[src/rtl/bp_be_fe_branch_resolver.sv]
// Backend branch resolver: compares resolved next-PC with the frontend
// prediction, issues redirects on mispredicts and queues attaboy hints.
module bp_be_fe_branch_resolver #(
    parameter int vaddr_width_p               = 39,
    parameter int branch_metadata_fwd_width_p = 16,
    parameter int src_btb_bit_p               = 0,
    parameter int attaboy_fifo_els_p          = 4,
    parameter int cnt_width_p                 = 16
) (
    input  logic                                   clk_i,
    input  logic                                   reset_i,
    input  logic                                   br_v_i,
    input  logic [vaddr_width_p-1:0]               br_pc_i,
    input  logic [vaddr_width_p-1:0]               br_pred_npc_i,
    input  logic [vaddr_width_p-1:0]               br_tgt_i,
    input  logic                                   br_taken_i,
    input  logic                                   br_site_br_i,
    input  logic                                   br_site_jmp_i,
    input  logic [branch_metadata_fwd_width_p-1:0] br_metadata_fwd_i,
    input  logic                                   ext_redirect_v_i,
    input  logic [vaddr_width_p-1:0]               ext_redirect_pc_i,
    input  logic                                   squash_done_i,
    output logic                                   redirect_v_o,
    output logic [vaddr_width_p-1:0]               redirect_pc_o,
    output logic                                   redirect_br_v_o,
    output logic [branch_metadata_fwd_width_p-1:0] redirect_br_metadata_fwd_o,
    output logic                                   redirect_br_taken_o,
    output logic                                   redirect_br_ntaken_o,
    output logic                                   redirect_br_nonbr_o,
    output logic                                   attaboy_v_o,
    output logic [vaddr_width_p-1:0]               attaboy_pc_o,
    output logic [branch_metadata_fwd_width_p-1:0] attaboy_br_metadata_fwd_o,
    output logic                                   attaboy_taken_o,
    output logic                                   attaboy_ntaken_o,
    input  logic                                   attaboy_yumi_i,
    output logic                                   squash_o,
    output logic [cnt_width_p-1:0]                 mispredict_cnt_o,
    output logic [cnt_width_p-1:0]                 attaboy_drop_cnt_o
);

    localparam int ptr_w_lp = $clog2(attaboy_fifo_els_p);

    typedef enum logic {e_run, e_squash} state_e;

    state_e state_r, state_n;

    logic [vaddr_width_p-1:0] pc_plus4, actual_npc;
    logic ctl, nonbr_err, mispredict, br_act, br_redirect, issue, enq;
    logic taken, ntaken;

    logic                                   redir_v_n, redir_br_v_n;
    logic [vaddr_width_p-1:0]               redir_pc_n;
    logic [branch_metadata_fwd_width_p-1:0] redir_md_n;
    logic                                   redir_tk_n, redir_nt_n, redir_nb_n;

    logic [ptr_w_lp:0] wptr_r, rptr_r;
    logic [ptr_w_lp-1:0] widx, ridx;
    logic full, empty, pop, push, drop;

    logic [vaddr_width_p-1:0]               pc_mem [attaboy_fifo_els_p];
    logic [branch_metadata_fwd_width_p-1:0] md_mem [attaboy_fifo_els_p];
    logic                                   tk_mem [attaboy_fifo_els_p];
    logic                                   nt_mem [attaboy_fifo_els_p];

    assign pc_plus4    = br_pc_i + vaddr_width_p'(4);
    assign taken       = br_site_jmp_i | (br_site_br_i & br_taken_i);
    assign ntaken      = br_site_br_i & ~br_taken_i;
    assign actual_npc  = taken ? br_tgt_i : pc_plus4;
    assign ctl         = br_site_br_i | br_site_jmp_i;
    assign nonbr_err   = ~ctl & br_metadata_fwd_i[src_btb_bit_p];
    assign mispredict  = (ctl & (actual_npc != br_pred_npc_i)) | nonbr_err;
    // An ext redirect in the same cycle kills the branch entirely
    assign br_act      = (state_r == e_run) & br_v_i & ~ext_redirect_v_i;
    assign br_redirect = br_act & mispredict;
    assign issue       = ext_redirect_v_i | br_redirect;
    assign enq         = br_act & ctl & ~mispredict;

    assign widx  = wptr_r[ptr_w_lp-1:0];
    assign ridx  = rptr_r[ptr_w_lp-1:0];
    assign empty = (wptr_r == rptr_r);
    assign full  = (wptr_r[ptr_w_lp] != rptr_r[ptr_w_lp]) && (widx == ridx);
    assign pop   = attaboy_yumi_i & ~empty;
    assign push  = enq & (~full | pop);
    assign drop  = enq & full & ~pop;

    assign attaboy_v_o               = ~empty;
    assign attaboy_pc_o              = empty ? '0 : pc_mem[ridx];
    assign attaboy_br_metadata_fwd_o = empty ? '0 : md_mem[ridx];
    assign attaboy_taken_o           = ~empty & tk_mem[ridx];
    assign attaboy_ntaken_o          = ~empty & nt_mem[ridx];
    assign squash_o                  = (state_r == e_squash);

    // Next state: any redirect enters SQUASH and wins over squash_done
    always_comb begin
        state_n = state_r;
        case (state_r)
            e_run:    if (issue) state_n = e_squash;
            e_squash: if (!issue && squash_done_i) state_n = e_run;
            default:  state_n = e_run;
        endcase
    end

    // Redirect payload selection, ext redirect has priority
    always_comb begin
        redir_v_n    = 1'b0;
        redir_br_v_n = 1'b0;
        redir_pc_n   = '0;
        redir_md_n   = '0;
        redir_tk_n   = 1'b0;
        redir_nt_n   = 1'b0;
        redir_nb_n   = 1'b0;
        if (ext_redirect_v_i) begin
            redir_v_n  = 1'b1;
            redir_pc_n = ext_redirect_pc_i;
        end else if (br_redirect) begin
            redir_v_n    = 1'b1;
            redir_br_v_n = 1'b1;
            redir_pc_n   = actual_npc;
            redir_md_n   = br_metadata_fwd_i;
            redir_tk_n   = ctl & taken;
            redir_nt_n   = ntaken;
            redir_nb_n   = nonbr_err;
        end
    end

    // State, registered redirect pulse, FIFO pointers and counters
    always_ff @(posedge clk_i or posedge reset_i) begin
        if (reset_i) begin
            state_r                    <= e_run;
            redirect_v_o               <= 1'b0;
            redirect_pc_o              <= '0;
            redirect_br_v_o            <= 1'b0;
            redirect_br_metadata_fwd_o <= '0;
            redirect_br_taken_o        <= 1'b0;
            redirect_br_ntaken_o       <= 1'b0;
            redirect_br_nonbr_o        <= 1'b0;
            wptr_r                     <= '0;
            rptr_r                     <= '0;
            mispredict_cnt_o           <= '0;
            attaboy_drop_cnt_o         <= '0;
        end else begin
            state_r                    <= state_n;
            redirect_v_o               <= redir_v_n;
            redirect_pc_o              <= redir_pc_n;
            redirect_br_v_o            <= redir_br_v_n;
            redirect_br_metadata_fwd_o <= redir_md_n;
            redirect_br_taken_o        <= redir_tk_n;
            redirect_br_ntaken_o       <= redir_nt_n;
            redirect_br_nonbr_o        <= redir_nb_n;
            if (push) wptr_r <= wptr_r + (ptr_w_lp+1)'(1);
            if (pop)  rptr_r <= rptr_r + (ptr_w_lp+1)'(1);
            if (br_redirect && (mispredict_cnt_o != '1))
                mispredict_cnt_o <= mispredict_cnt_o + cnt_width_p'(1);
            if (drop && (attaboy_drop_cnt_o != '1))
                attaboy_drop_cnt_o <= attaboy_drop_cnt_o + cnt_width_p'(1);
        end
    end

    // FIFO storage, validity is tracked by the pointers
    always_ff @(posedge clk_i) begin
        if (push) begin
            pc_mem[widx] <= actual_npc;
            md_mem[widx] <= br_metadata_fwd_i;
            tk_mem[widx] <= taken;
            nt_mem[widx] <= ntaken;
        end
    end

endmodule

[config.mk]
export PLATFORM = sky130hd
export DESIGN_NAME = bp_be_fe_branch_resolver
export DESIGN_NICKNAME = d
export VERILOG_FILES = /design/src/rtl/bp_be_fe_branch_resolver.sv
export SDC_FILE = /design/constraint.sdc
export NUM_CORES = 1
export LEC_CHECK = 0
export CAP_MARGIN = 5
export CORE_ASPECT_RATIO = 0.6
export CORE_UTILIZATION = 55
export CTS_BUF_LIST = sky130_fd_sc_hd__clkbuf_8
export DETAILED_ROUTE_END_ITERATION = 12
export GPL_TIMING_DRIVEN = 0
export HOLD_SLACK_MARGIN = 0.1
export PLACE_DENSITY = 0.86
export SLEW_MARGIN = 10
export SYNTH_ARGS = -nofsm -noshare
export SYNTH_HDL_FRONTEND = slang
export SYNTH_SLANG_ARGS = --single-unit
[constraint.sdc]
create_clock -name clk_i -period 9.1 [get_ports clk_i]
set_input_delay 2.73 -clock clk_i [delete_from_list [all_inputs] [get_ports clk_i]]
set_output_delay 2.73 -clock clk_i [all_outputs]
set_load 0.01 [all_outputs]
Word level (Yosys, flattened, before mapping):

Memory sizes are Yosys's and may differ from the RTL's.
Cells that the tools add are included.
W data, S select, Z words.

* flip-flop bits (word level): 99
* memory bits (writable): 228
* input bits: 181
* word-level logic and storage cells: 82
* memories: 4

* $add $sub $neg: 5
* eq/ne operators: 6
* muxes and demuxes: 21
* bitwise logic cells: 29
* reductions and logical operators: 5

Memories
* pc_mem: words 4, bits a word 39, rd ports 1, clocked after Yosys merged registers in 0, write ports 1, line 60 `logic [vaddr_width_p-1:0] pc_mem [attaboy_fifo_els_p];`
* md_mem: words 4, bits a word 16, rd ports 1, clocked after Yosys merged registers in 0, write ports 1, line 61 `logic [branch_metadata_fwd_width_p-1:0] md_mem [attaboy_fifo_els_p];`
* nt_mem: words 4, bits a word 1, rd ports 1, clocked after Yosys merged registers in 0, write ports 1, line 63 `logic nt_mem [attaboy_fifo_els_p];`
* tk_mem: words 4, bits a word 1, rd ports 1, clocked after Yosys merged registers in 0, write ports 1, line 62 `logic tk_mem [attaboy_fifo_els_p];`

Operator list (number)
* $mux W39: 4
* $mux W16: 3
* $add A39 B3 Y39 const B: 1
* $ne A39 B39 Y1: 1
* $add A16 B1 Y16 const B: 2
* $ne A16 B16 Y1 const B: 2
* $and A1 B1 Y1: 16
* $mux W1: 13
* $not A1 Y1: 8
* $add A3 B1 Y3 const B: 2
* $or A1 B1 Y1: 5
* $logic_and A1 B1 Y1: 4
* $eq A3 B3 Y1: 1
* $eq A2 B2 Y1: 1
* $pmux W1 S2: 1
* $logic_not A1 Y1: 1
* $ne A1 B1 Y1: 1

Logic depth before layout (Yosys ltp):

* depth after elaboration: 12
* depth in mapped cells: 15
* depth with buffers taken out: 12

Least setup slack after synthesis:

No wires, ideal clock.

* path type: input to register
* start: in br_pc_i[11]
* end: mem md_mem[3][0] (enable)
* library setup time: 0.422 ns
* data arrival time: 6.695 ns
* setup slack: 1.982 ns
* stages: 10
* path buffers: 1
* cells stage by stage: buf_4 > nand4_4 > or4_4 > nor4_4 > xnor2_1 > a221o_1 > o41ai_2 > nand3_2 > nor4_4 > and2_1

* word-level cells in the longest chain between the ends: 10

RTL lines
* from (decl): line 13 `input logic [vaddr_width_p-1:0] br_pc_i,`
* $add A39 B3 Y39: line 65 `assign pc_plus4 = br_pc_i + vaddr_width_p'(4);`
* $mux W39: line 68 `assign actual_npc = taken ? br_tgt_i : pc_plus4;`
* $ne A39 B39 Y1: line 71 `assign mispredict = (ctl & (actual_npc != br_pred_npc_i)) | nonbr_err;`
* $and A1 B1 Y1: line 71
* $or A1 B1 Y1: line 71
* $not A1 Y1: line 76 `assign enq = br_act & ctl & ~mispredict;`
* $and A1 B1 Y1: line 76
* $and A1 B1 Y1: line 83 `assign push = enq & (~full | pop);`
* $mux W1: line 161 `if (push) begin`
* $mux W1 (not written as such): line 163 `md_mem[widx] <= br_metadata_fwd_i;`
* to (decl): line 61

No other way between the ends.

Final worst setup path:

* start: in br_pc_i[2]
* end: mem pc_mem[3][8] (enable)

* word-level cells in the longest chain between the ends: 10

RTL lines
* $add A39 B3 Y39: line 65
* $mux W39: line 68
* $ne A39 B39 Y1: line 71
* $and A1 B1 Y1: line 71
* $or A1 B1 Y1: line 71
* $not A1 Y1: line 76
* $and A1 B1 Y1: line 76
* $and A1 B1 Y1: line 83
* $mux W1: line 161
* $mux W1 (not written as such): line 162 `pc_mem[widx] <= actual_npc;`
* to (decl): line 60

No other way between the ends.

==> metrics list <==
- Crit-path cells: clkdlybuf4s50_1, nand4_1, nor4_2, mux2_2, o21ai_0, o2111ai_1, nor3b_1, nand4_1, nor4_4, and2_4, buf_12
- The floorplan has 47 rows.
- Part of the power in registers: 38.3%
- Maximum level of the CTS H-tree: 2
* Wire length reported by the detailed router: 51.2 mm
- Cell area power density: 214 nW/um^2
- Element type at the critical path end: flip-flop
- In this run the mean area of a mapped cell was 13.7 sq um.
- Post_cts resized: 0
- Worst min path class: reg -> reg
* Area of all placed cells without fillers: 20,200 sq um
- The synthesized netlist contains 78 unique library cells.
- Across all register-to-register paths, the minimum setup slack is 5880 ps.
* Initial standard-cell utilization of the core: 55.9%
* Total Routing Usage GR: 36.0%
- Portion of the post-synthesis area used by sequential elements: 60.6%
* Final critical delay including setup and external delays: 7850 ps
- Dividing the detail-routed wire length by the instance count gives 26.8 um.
* Peak supply drop: 165 uV
- Max-slew violation total from the final report: 0
- Proportion of total power due to net switching: 29.9%
* Die H: 132 um
- In this run, the number of DRC markers left after iteration 0 of detailed routing was 1,416.
- Arrival time worst endpoint: 8140 ps
* Area added between synthesis and finish: 31.1%
* Placed cell count: 1,812
- Port-buffer cells: 319
- TritonCTS built the clock tree.
- Total placed instance area: 19,200 sq um
* Clk pin slew, worst setup/hold paths: 70 ps
* Switching Power: 1.29 mW
- Setup Viol. Count Final: 0
- The die covers 28,700 sq um.
- Post-CTS setup-driven buffer insertion count: 0
- Post-synthesis cell type with the largest combined area: sky130_fd_sc_hd__edfxtp_1
- First-pass GRT wire length: 74.5 mm
* Relative slew slack: 14.3%
* Flip-flop and latch count after synthesis: 327
* Slew @ Worst Pin: 1270 ps
- Share of total power in the clock network: 28.1%
- Number of enable-type register cells in the synthesized netlist: 228
- Portion of synthesized cell area occupied by the leading cell type: 44.5%
- Period utilisation layout: 86.3%
- Number of cells on the worst reg-to-reg path: 9
- The slowest stage of the critical path is the sky130_fd_sc_hd__nor4_2 cell.
* Max Fclk: 127 MHz
- Detailed placement ended at an HPWL of 38.0 mm.
- Leakage power figure: 7.28 nW
- Clock latency on the worst-skew pair, taken at its later pin, is 600 ps.
- Nets in the synthesized netlist: 1,310
* Post-synth ARST share: 30.3%
- Worst hold stages: 1
- Number of global-route vias before repair: 11.6k
- Max-cap violations in this run came to 0.
* Cell seen most often among critical-path stages: sky130_fd_sc_hd__nand4_1
- In the final layout, the share of cells above drive strength 1 is 11.2%.
- Largest fanout on the critical path: 36
- Weighted congestion reported at the end of routability-driven placement: 1.05
- After synthesis the cells add up to 15,400 sq um.
- Maximum buffer depth of the clock tree: 3
- Global-route congestion overflow total: 0
- Part of the power in combinational logic: 33.6%
- On the worst path, the slowest cell contributes a delay of 1160 ps.
* Post-layout nets: 1,683
* Unrepaired setup endpoints after global routing: no
* Crit path launch type: primary input
- Kind of critical path: in -> reg
* CP required: 9380 ps
- For this run, design rule violations remaining after detail routing come to 0.
- Yosys warns: 0
* Count of endpoints failing hold in the final timing report: 0
- Among all flip-flop cells after synthesis, the most frequent one is sky130_fd_sc_hd__edfxtp_1.
- Number of detailed-route iterations in the first pass: 6
- The region available for standard cell placement spans 27,500 sq um.
* Non-filler instance count after layout: 1,907
- Yosys attributes the largest share of cell area to sky130_fd_sc_hd__edfxtp_1 (44%), sky130_fd_sc_hd__dfrtp_1 (16%), sky130_fd_sc_hd__mux4_2 (8.3%).
* Number of sinks on the clock net: 327
- Gate Count Post-Synth: 1,121
- Fin Clk Skew: 28.7 ps
- Count of hold buffers inserted by post-cts repair: 0
* CTS Buf Count: 47
- Number of antenna violations at the first check in global routing: 10
- CTS placed an instance of sky130_fd_sc_hd__clkbuf_8 at the clock tree root.
- For this design the top-level I/O count stands at 332.
- Using the TritonRoute via totals, the vias-per-cell ratio works out to 6.14.
- The run finished with clean final reports.
- Via total after detailed routing: 11.7k
* Detail Route Antenna Nets: 0
* Die width: 218 um
- Internal power comes to 3.03 mW.
* Maximum number of pins on one net before global-route repair: 74
[worst max-delay path: cells and delay by family]
family / cells / cell delay (ps)
muxes: 1 / 420
buffers and inverters: 2 / 850
and+or+nand+nor: 6 / 3380
AOI/OAI and AO/OA: 2 / 700
[placed cells by master (no fill, tap or decap), types with 6 or more instances in the layout]
master,Yosys,layout
sky130_fd_sc_hd__nor3_1,16,16
sky130_fd_sc_hd__nand2_1,74,74
sky130_fd_sc_hd__mux4_2,57,57
sky130_fd_sc_hd__clkbuf_1,37,37
sky130_fd_sc_hd__and3_1,12,12
sky130_fd_sc_hd__or3_1,6,6
sky130_fd_sc_hd__nor4_1,7,7
sky130_fd_sc_hd__nand3_1,33,33
sky130_fd_sc_hd__buf_2,11,11
sky130_fd_sc_hd__buf_1,9,9
sky130_fd_sc_hd__ha_1,8,8
sky130_fd_sc_hd__clkinv_1,0,7
sky130_fd_sc_hd__edfxtp_1,228,228
sky130_fd_sc_hd__a31oi_1,11,11
sky130_fd_sc_hd__xnor2_1,67,67
sky130_fd_sc_hd__nand4_1,25,25
sky130_fd_sc_hd__inv_1,24,38
sky130_fd_sc_hd__nor2_1,43,43
sky130_fd_sc_hd__a21oi_1,25,25
sky130_fd_sc_hd__dfrtp_1,99,99
sky130_fd_sc_hd__clkbuf_8,0,55
sky130_fd_sc_hd__and4_1,11,11
sky130_fd_sc_hd__diode_2,0,8
sky130_fd_sc_hd__clkdlybuf4s50_1,0,319
sky130_fd_sc_hd__xor2_1,33,33
sky130_fd_sc_hd__nor2b_1,66,66
sky130_fd_sc_hd__and2_1,32,28
sky130_fd_sc_hd__a22o_1,40,40
sky130_fd_sc_hd__o21ai_0,42,41
[logic make-up after synthesis]
group / after synthesis / share of synthesized area (%)
fa+ha+maj: 8 / 0.650
mux: 67 / 9.04
compound gates: 168 / 7.69
xor+xnor: 105 / 6.39
buf+inv: 85 / 2.28
flops: 327 / 60.6
simple gates: 361 / 13.4
[state kept, by name, summed over array words and instances, names as in the netlist]
name	flops
redirect_pc_o	39
redirect_v_o	1
redirect_br_v_o	1
mispredict_cnt_o	16
tk_mem	4
redirect_br_metadata_fwd_o	16
md_mem	64
attaboy_drop_cnt_o	16
pc_mem	156
redirect_br_ntaken_o	1
rptr_r	3
squash_o	1
nt_mem	4
wptr_r	3
redirect_br_nonbr_o	1
redirect_br_taken_o	1
[power by group through the flow]
stage	clock (mW)	sequential, mW	combinational (mW)
2_1_floorplan	0	1.69	0.717
3_3_place_gp	0	1.68	1.41
3_5_place_dp	0	1.69	1.44
4_1_cts	1.22	1.66	1.45
5_1_grt	1.29	1.66	1.53
6_report	1.21	1.66	1.45
[per-stage QoR]
step	total power [mW]	utilization (%)	hold WS [ps]	TNS (ps)	setup WS, ps
after global placement	3.09	69.2	477	-205690	-944
after detailed placement	3.13	69.7	487	0	733
after CTS	4.33	73.3	497	0	1350
after global routing	4.47	73.3	502	0	1140
after floorplan	2.41	-	462	0	1980
final	4.32	73.3	498	0	1250
[worst paths after layout]
check / to / startpoint
setup / recovery: pc_mem[3][8] / br_pc_i[2]
hold / removal: attaboy_drop_cnt_o[7] / attaboy_drop_cnt_o[7]
setup reg to reg: attaboy_drop_cnt_o[15] / squash_o
hold reg to reg: attaboy_drop_cnt_o[7] / attaboy_drop_cnt_o[7]
max in group asynchronous: redirect_br_metadata_fwd_o[12] / reset_i
min in group asynchronous: attaboy_drop_cnt_o[0] / reset_i
[synth_stat cells, drive strengths merged (5+ instances only)]
library cell    n
a21oi          25
a22o           40
a31oi          11
and2           32
and3           12
and4           11
buf            23
clkbuf         37
dfrtp          99
edfxtp        228
ha              8
inv            25
mux2            6
mux4           57
nand2          75
nand3          38
nand4          27
nor2           44
nor2b          66
nor3           17
nor4           11
o21ai          42
o22ai           5
or3             6
xnor2          68
xor2           33
[cell type report]
cell class                 count  area [sq um]
sequential                   327          9320
fill                        1794          7340
multi-input combinational    709          5730
timing repair buffer         324          3320
clock buffer                  55           757
tap                          367           459
buffer                        60           258
clock inverter                32           220
inverter                      25          98.8
antenna                        8          20.0
[per-layer routing]
layer	up-vias	global-route usage, %	share of wire [%]
li1	5007	-	-
met1	5834	54.0	42
met2	779	51.1	44
met3	97	9.93	12
met4	0	11.1	2.6
met5	-	0	0
(Power assumes the default switching activity.)
